$ cat src/rtl/ones_word_gen.sv
// Word generator: turns a bit count N into a WIDTH-bit word holding exactly
// min(N, WIDTH) ones at LFSR-chosen positions. One bit is placed per clock.

module ones_word_gen_lfsr #(
  parameter int IW = 3
) (
  input  logic          clk_i,
  input  logic          arst_n_i,
  input  logic          load_i,
  input  logic [15:0]   seed_i,
  output logic [IW-1:0] low_o
);
  logic [15:0] q;
  logic        fb;

  // Fibonacci taps 16,14,13,11
  assign fb    = q[15] ^ q[13] ^ q[12] ^ q[10];
  assign low_o = q[IW-1:0];

  always_ff @(posedge clk_i or negedge arst_n_i) begin
    if (!arst_n_i)   q <= 16'hACE1;
    else if (load_i) q <= (seed_i == 16'h0000) ? 16'hACE1 : seed_i;
    else             q <= {q[14:0], fb};
  end
endmodule

module ones_word_gen #(
  parameter  int WIDTH = 8,
  localparam int CW    = $clog2(WIDTH) + 2
) (
  input  logic             clk_i,
  input  logic             arst_n_i,
  input  logic             data_val_i,
  input  logic [CW-1:0]    data_i,
  output logic             data_ready_o,
  input  logic             seed_load_i,
  input  logic [15:0]      seed_i,
  output logic             data_val_o,
  output logic [WIDTH-1:0] data_o,
  output logic             err_o
);
  localparam int            IW      = $clog2(WIDTH);
  localparam logic [CW-1:0] WIDTH_C = CW'(WIDTH);

  typedef enum logic [1:0] {S_IDLE, S_FILL, S_OUT} state_t;

  state_t           state_q, state_d;
  logic             ready_q;
  logic             val_q;
  logic             err_q;
  logic             err_lat;
  logic [WIDTH-1:0] data_q;
  logic [WIDTH-1:0] word_q;
  logic [CW-1:0]    rem_q;

  logic             accept;
  logic             over;
  logic [CW-1:0]    n_eff;
  logic [IW-1:0]    lfsr_low;
  logic [IW-1:0]    idx;
  logic [WIDTH-1:0] set_mask;

  assign accept       = data_val_i & ready_q;
  assign over         = (data_i > WIDTH_C);
  assign n_eff        = over ? WIDTH_C : data_i;
  assign data_ready_o = ready_q;
  assign data_val_o   = val_q;
  assign data_o       = data_q;
  assign err_o        = err_q;

  ones_word_gen_lfsr #(.IW(IW)) u_lfsr (
    .clk_i    (clk_i),
    .arst_n_i (arst_n_i),
    .load_i   (seed_load_i && (state_q == S_IDLE)),
    .seed_i   (seed_i),
    .low_o    (lfsr_low)
  );

  // Fold out-of-range indices back into the word for non power-of-two widths
  assign idx = (int'(lfsr_low) >= WIDTH) ? IW'(int'(lfsr_low) - WIDTH) : lfsr_low;

  // First clear bit at or above idx, wrapping; exactly one bit of set_mask is set
  always_comb begin : pick
    logic          found;
    int            p;
    logic [IW-1:0] pos;
    set_mask = '0;
    found    = 1'b0;
    p        = 0;
    pos      = '0;
    for (int k = 0; k < WIDTH; k++) begin
      p = int'(idx) + k;
      if (p >= WIDTH) p = p - WIDTH;
      pos = IW'(p);
      if (!found && !word_q[pos]) begin
        set_mask[pos] = 1'b1;
        found         = 1'b1;
      end
    end
  end

  always_comb begin
    state_d = state_q;
    case (state_q)
      S_IDLE:  if (accept) state_d = (n_eff == '0) ? S_OUT : S_FILL;
      S_FILL:  if (rem_q == CW'(1)) state_d = S_OUT;
      S_OUT:   state_d = S_IDLE;
      default: state_d = S_IDLE;
    endcase
  end

  always_ff @(posedge clk_i or negedge arst_n_i) begin
    if (!arst_n_i) begin
      state_q <= S_IDLE;
      ready_q <= 1'b1;
      val_q   <= 1'b0;
      err_q   <= 1'b0;
      err_lat <= 1'b0;
      data_q  <= '0;
      word_q  <= '0;
      rem_q   <= '0;
    end else begin
      state_q <= state_d;
      // Ready returns one cycle after the output pulse, and drops on accept
      ready_q <= (state_q == S_IDLE) && !accept;
      val_q   <= (state_q == S_OUT);
      err_q   <= (state_q == S_OUT) && err_lat;
      case (state_q)
        S_IDLE: if (accept) begin
          rem_q   <= n_eff;
          err_lat <= over;
          word_q  <= '0;
        end
        S_FILL: begin
          word_q <= word_q | set_mask;
          rem_q  <= rem_q - CW'(1);
        end
        S_OUT: begin
          data_q <= word_q;
          word_q <= '0;
        end
        default: ;
      endcase
    end
  end
endmodule
$ cat config.mk
export PLATFORM = sky130hd
export DESIGN_NAME = ones_word_gen
export DESIGN_NICKNAME = d
export VERILOG_FILES = /design/src/rtl/ones_word_gen.sv
export SDC_FILE = /design/constraint.sdc
export NUM_CORES = 1
export LEC_CHECK = 0
export ABC_AREA = 1
export CORE_UTILIZATION = 50
export DETAILED_ROUTE_END_ITERATION = 10
export PLACE_DENSITY = 0.72
export SLEW_MARGIN = 30
export SYNTH_ARGS = -nofsm -noshare
export SYNTH_HDL_FRONTEND = slang
export SYNTH_HIERARCHICAL = 1
export SYNTH_SLANG_ARGS = --single-unit
$ cat constraint.sdc
create_clock -name clk_i -period 3.3 [get_ports clk_i]
set_clock_uncertainty 0.1 [all_clocks]
set_input_delay 0.495 -clock clk_i [delete_from_list [all_inputs] [get_ports clk_i]]
set_output_delay 0.495 -clock clk_i [all_outputs]
set_load 0.05 [all_outputs]
* Yosys cells after proc, flatten, opt, wreduce, memory -nomap -nowiden
Cells that the tools add are included.
Word-level totals: bits in registers 43, bits in latches 0, memory bits (writable) 0, bits in read-only memories 0, input port bits 25, output and inout bits 11, logic and storage cells 174, memories 0
Operators by class: add/sub/neg operators 16, $mul 0, div/mod/pow operators 0, order comparisons 25, equal/unequal tests 5, shift-type cells 0, mux-type cells 66, bitwise operators 12, reductions and logical operators 41
Operators by type and width (number):
- $mux W8 | 9
- $or A8 B8 Y8 | 8
- $lt A3 B4 Y1 const B | 8
- $mux W16 | 2
- $ge A4 B4 Y1 const B | 7
- $bmux W1 S3 | 8
- $demux W1 S3 | 8
- $ge A3 B1 Y1 const B | 8
- $mux W3 | 8
- $pmux W8 S3 | 1
- $sub A3 B1 Y3 const B | 8
- $mux W1 | 23
- $logic_and A1 B1 Y1 | 18
- $add A3 B3 Y4 const B | 4
- $logic_not A16 Y1 | 1
- $logic_not A1 Y1 | 14
- $mux W5 | 2
- $pmux W5 S2 | 1
- $add A3 B2 Y4 const B | 2
- $reduce_and A2 Y1 | 4
- $mux W2 | 3
- $eq A5 B1 Y1 const B | 1
- $gt A5 B4 Y1 const B | 1
- $logic_not A5 Y1 | 1
- 12 further kinds | 15

* Logic depth before layout (Yosys ltp)
word-level depth 28, mapped depth 18, mapped depth without buffers 16

* By module
The synthesis kept the hierarchy.
Modules (own cells, without submodules):
- ones_word_gen | instances 1, cells an instance 398, area an instance 2513.7 um^2, seq. area each 676.9 um^2
- ones_word_gen_lfsr | instances 1, cells an instance 101, area an instance 773.2 um^2, seq. area each 410.4 um^2

* Worst setup path after synthesis
No wires, ideal clock.
path kind reg2reg, start point register u_lfsr.q[0], end point register word_q[0], library setup time 0.117 ns, arrival 2.650 ns, data required time 3.083 ns, slack 0.433 ns, stages on the path, launching flop included 19, buffers on the path 5, period minus slack after synthesis 2.867 ns, cells stage by stage dfstp_2 buf_4 inv_2 buf_4 clkbuf_1 ha_1 inv_1 clkbuf_1 o21a_1 nand2_1 nand2_1 buf_4 inv_2 nand3_1 nand3_1 nor2_1 nand3_1 nand2_1 nand2_1
Between the ends: word-level cells in the longest chain between the ends 28, elaborated cells on any way between the ends 131, classes of those cells 15 x add/sub; 24 x order compare; 56 x mux; 8 x bitwise; 28 x reduce/logical
Ends and longest elaborated chain:
- start: declaration | RTL line 13 | logic [15:0] q;
- start signal: assignment | RTL line 22 | else if (load_i) q <= (seed_i == 16'h0000) ? 16'hACE1 : seed_i;
- start signal: assignment | RTL line 23 | else q <= {q[14:0], fb};
- parallel branches: the longest is 25 deep, another holds $add A3 B1 Y4
- $mux W8 (*) | RTL line 95 | if (!found && !word_q[pos]) begin
- $or A8 B8 Y8 (*) | RTL line 135 | word_q <= word_q | set_mask;
- $pmux W8 S3 (*) | RTL line 128 | case (state_q)
- end signal: assignment | RTL line 135
- end: declaration | RTL line 53 | logic [WIDTH-1:0] word_q;
Every way passes the cells marked *. The select of a mux whose other input is x is not followed. A chain may end at the register's enable or synchronous reset.

* Final worst setup path
start point register u_lfsr.q[1], end point register word_q[7]
The elaborated chain is that of the path after synthesis.

==> summary.txt <==
Timing
  • Final setup viols: 0
  • Max-slew violations: 0
  • Fmax: 336.0 MHz
  • Endpoints failing hold: 0
  • TNS Setup: 0 ns
  • Final period util: 90.19%
  • Worst Tran Pin Value: 0.7551 ns
  • Min cycle time layout: 2.976 ns
  • Relative slew margins: 49.47%
  • RSZ-0062 raised after global routing: no

Route
  • DRC viols: 0
  • DR vias/cell: 5.632
  • DR iter-0 viols: 297
  • Routed len/inst: 14.76 um
  • Via count: 3413
  • First-pass DRT Iterations: 5
  • Routed WL: 8.942 mm
  • Antenna Nets Post-Route: 0

GRT
  • Antenna violations before repair: 0
  • Total Routing Usage GR: 27.71%
  • GR Overflow Total: 0
  • Largest net degree at the start of global routing: 44
  • Vias in the first global route: 3210
  • First-pass GRT wire length: 15.34 mm

Yosys
  • Sequential area share after synthesis: 33.08%
  • Top cell type's share of synthesized area: 25.89%
  • Synthesized flop and latch total: 43
  • Primary FF master, synth: dfrtp_1
  • Ys async rst share: 100.0%
  • Avg Synthesized Cell Area: 6.587 um^2
  • Synth cell types: 37
  • Yosys warns: 6
  • Synthesized area: 3287 um^2
  • Syn nets: 532
  • Biggest area consumer among synthesized cells: dfrtp_1
  • Post-synth EDFFs: 0
  • Leading cell types by total area after synthesis: dfrtp_1, nand2_1, nand3_1, nor2_1, dfstp_2
  • Mapped Cells: 499

Die
  • Core area: 6350 um^2
  • IO Count: 36
  • Num rows: 29
  • Die X: 83.08 um
  • Die Y: 83.08 um
  • Die Area: 6902 um^2
  • Initial core utilization: 51.76%

Final layout
  • Fill cell count: 611
  • ANT cells: 0
  • Final #Nets: 561
  • Share of post-route cells with drive strength above 1: 9.263%
  • Area Overhead vs Synth: 14.73%

Outcome
  • Status: completed

Worst setup path
  • Worst EP required: 3.44 ns
  • Crit Path Max Fanout: 16
  • CP Class: reg2reg
  • Worst setup EP type: flop
  • R2R Setup Slk: 0.32 ns
  • WP data arrival: 3.12 ns
  • CP startpoint kind: flop

CTS
  • Clk root buf: clkbuf_8
  • CTS Buffer Depth: 2
  • Clock Latency Late Sink: 0.30 ns
  • H-Tree Depth: 2
  • TritonCTS Buffers: 5
  • CTS resizes: 0
  • CTS tree: built
  • Post-cts hold buffer count: 0
  • Clock sinks: 43
  • Clock transition at path regs: 0.09 ns
  • Post-CTS Setup Bufs: 0

Placement
  • Hpwl dp: 6.506 mm
  • Routability cong.: 1.016
  • Port bufs: 35

Job
  • Max cap viols: 0

Hold path
  • Hold Crit Class: in2async
[registers in the layout, indices dropped and copies added (netlist names)]
name and count:
state_q 2, data_ready_o 1, err_o 1, data_o 8, u_lfsr/q 16, data_val_o 1, err_lat 1, rem_q 5
word_q 8
[cell usage after synthesis (3+ instances only)]
master and instances:
nand2_1 140, nor2_1 70, nand3_1 59, inv_1 53, dfrtp_1 34, nand4_1 24, nor3_1 19, o21ai_0 16
a21oi_1 10, dfstp_2 9, ha_1 8, buf_4 7, inv_2 7, clkbuf_1 6, nand2_4 4, nand3_2 4
buf_2 3, nand2_2 3
[cells in the final DEF (no fill, tap or decap)]
master,instances
a31oi_1,2
clkinv_1,1
nor3b_2,1
a21oi_1,10
ha_1,8
xnor2_1,1
inv_1,53
nand4_2,1
nand2_1,140
o21bai_1,1
clkinv_4,1
dfstp_2,9
nand3_2,4
inv_2,7
clkinvlp_4,1
o41ai_1,1
clkbuf_1,1
nand2_4,4
clkdlybuf4s50_1,34
nor3_1,19
nor2_1,70
or2_1,1
nand3_4,2
inv_6,1
nor2_8,1
bufinv_16,1
a31oi_2,1
o22ai_1,2
o21ai_0,16
dfrtp_1,34
clkbuf_8,5
nand3_1,59
buf_4,6
nand4_1,24
nor2_4,1
xor2_1,1
nand2_2,3
nor4_1,1
o21a_1,1
[cells by family after synthesis]
group / after synthesis / share of synthesized area, %
compound gates: 34 / 5.824
xor+xnor: 2 / 0.5330
fa+ha+maj: 8 / 3.045
buf+inv: 81 / 10.92
flops: 43 / 33.08
simple gates: 331 / 46.59
[worst max-delay path, cell delays in order, from the launching register on]
cell and delay [ns]:
dfrtp_1 0.53, inv_1 0.22, ha_1 0.33, inv_1 0.31
o21a_1 0.21, nand2_1 0.05, nand2_1 0.37, nand2_4 0.09
nor2_4 0.33, nand4_1 0.16, nand3_1 0.11, nand2_1 0.05
nand2_1 0.05
[per-stage QoR]
stage	utilization, %	hold WS [ns]	area (um^2)	setup WS, ns	cells
CTS	59.35	0.2581	3769	0.4036	606
detailed placement	57.62	0.3374	3659	0.4029	598
finish	59.39	0.05793	3771	0.3236	606
global placement	57.62	0.3342	3659	0.5305	598
global route	59.39	0.09982	3771	0.1208	606
floorplan	-	0.09941	3287	0.4335	499
[metal layers]
layer | track usage, % | share of wire, % | wire (um) | vias up
li1 | - | - | - | 1671
met1 | 37.66 | 45 | 4026 | 1556
met2 | 42.03 | 43 | 3888 | 154
met3 | 4.573 | 6.8 | 607 | 32
met4 | 15.52 | 4.7 | 419 | 0
met5 | 0 | 0 | 0 | -
[area by class of cell]
cell class	count	area [um^2]	share of cell area, %
Multi-Input combinational cell	375	1846	48.94
Sequential cell	43	1087	28.83
Timing Repair Buffer	40	385.4	10.22
Inverter	63	246.5	6.536
Tap cell	77	96.34	2.555
Clock buffer	6	72.57	1.924
Clock inverter	2	37.54	0.9954
[path summary, 6_finish.rpt]
path,start,to,cells after the start
max in group asynchronous,arst_n_i,u_lfsr/q[0],1
min in group clk_i,u_lfsr/q[8],u_lfsr/q[9],2
max reg2reg,u_lfsr/q[1],word_q[7],12
min,arst_n_i,data_o[7],1
max,u_lfsr/q[1],word_q[7],12
min reg2reg,u_lfsr/q[8],u_lfsr/q[9],2
Power is not shown: default switching activity piles up to over one toggle a cycle in this logic, so the estimate is an artifact.
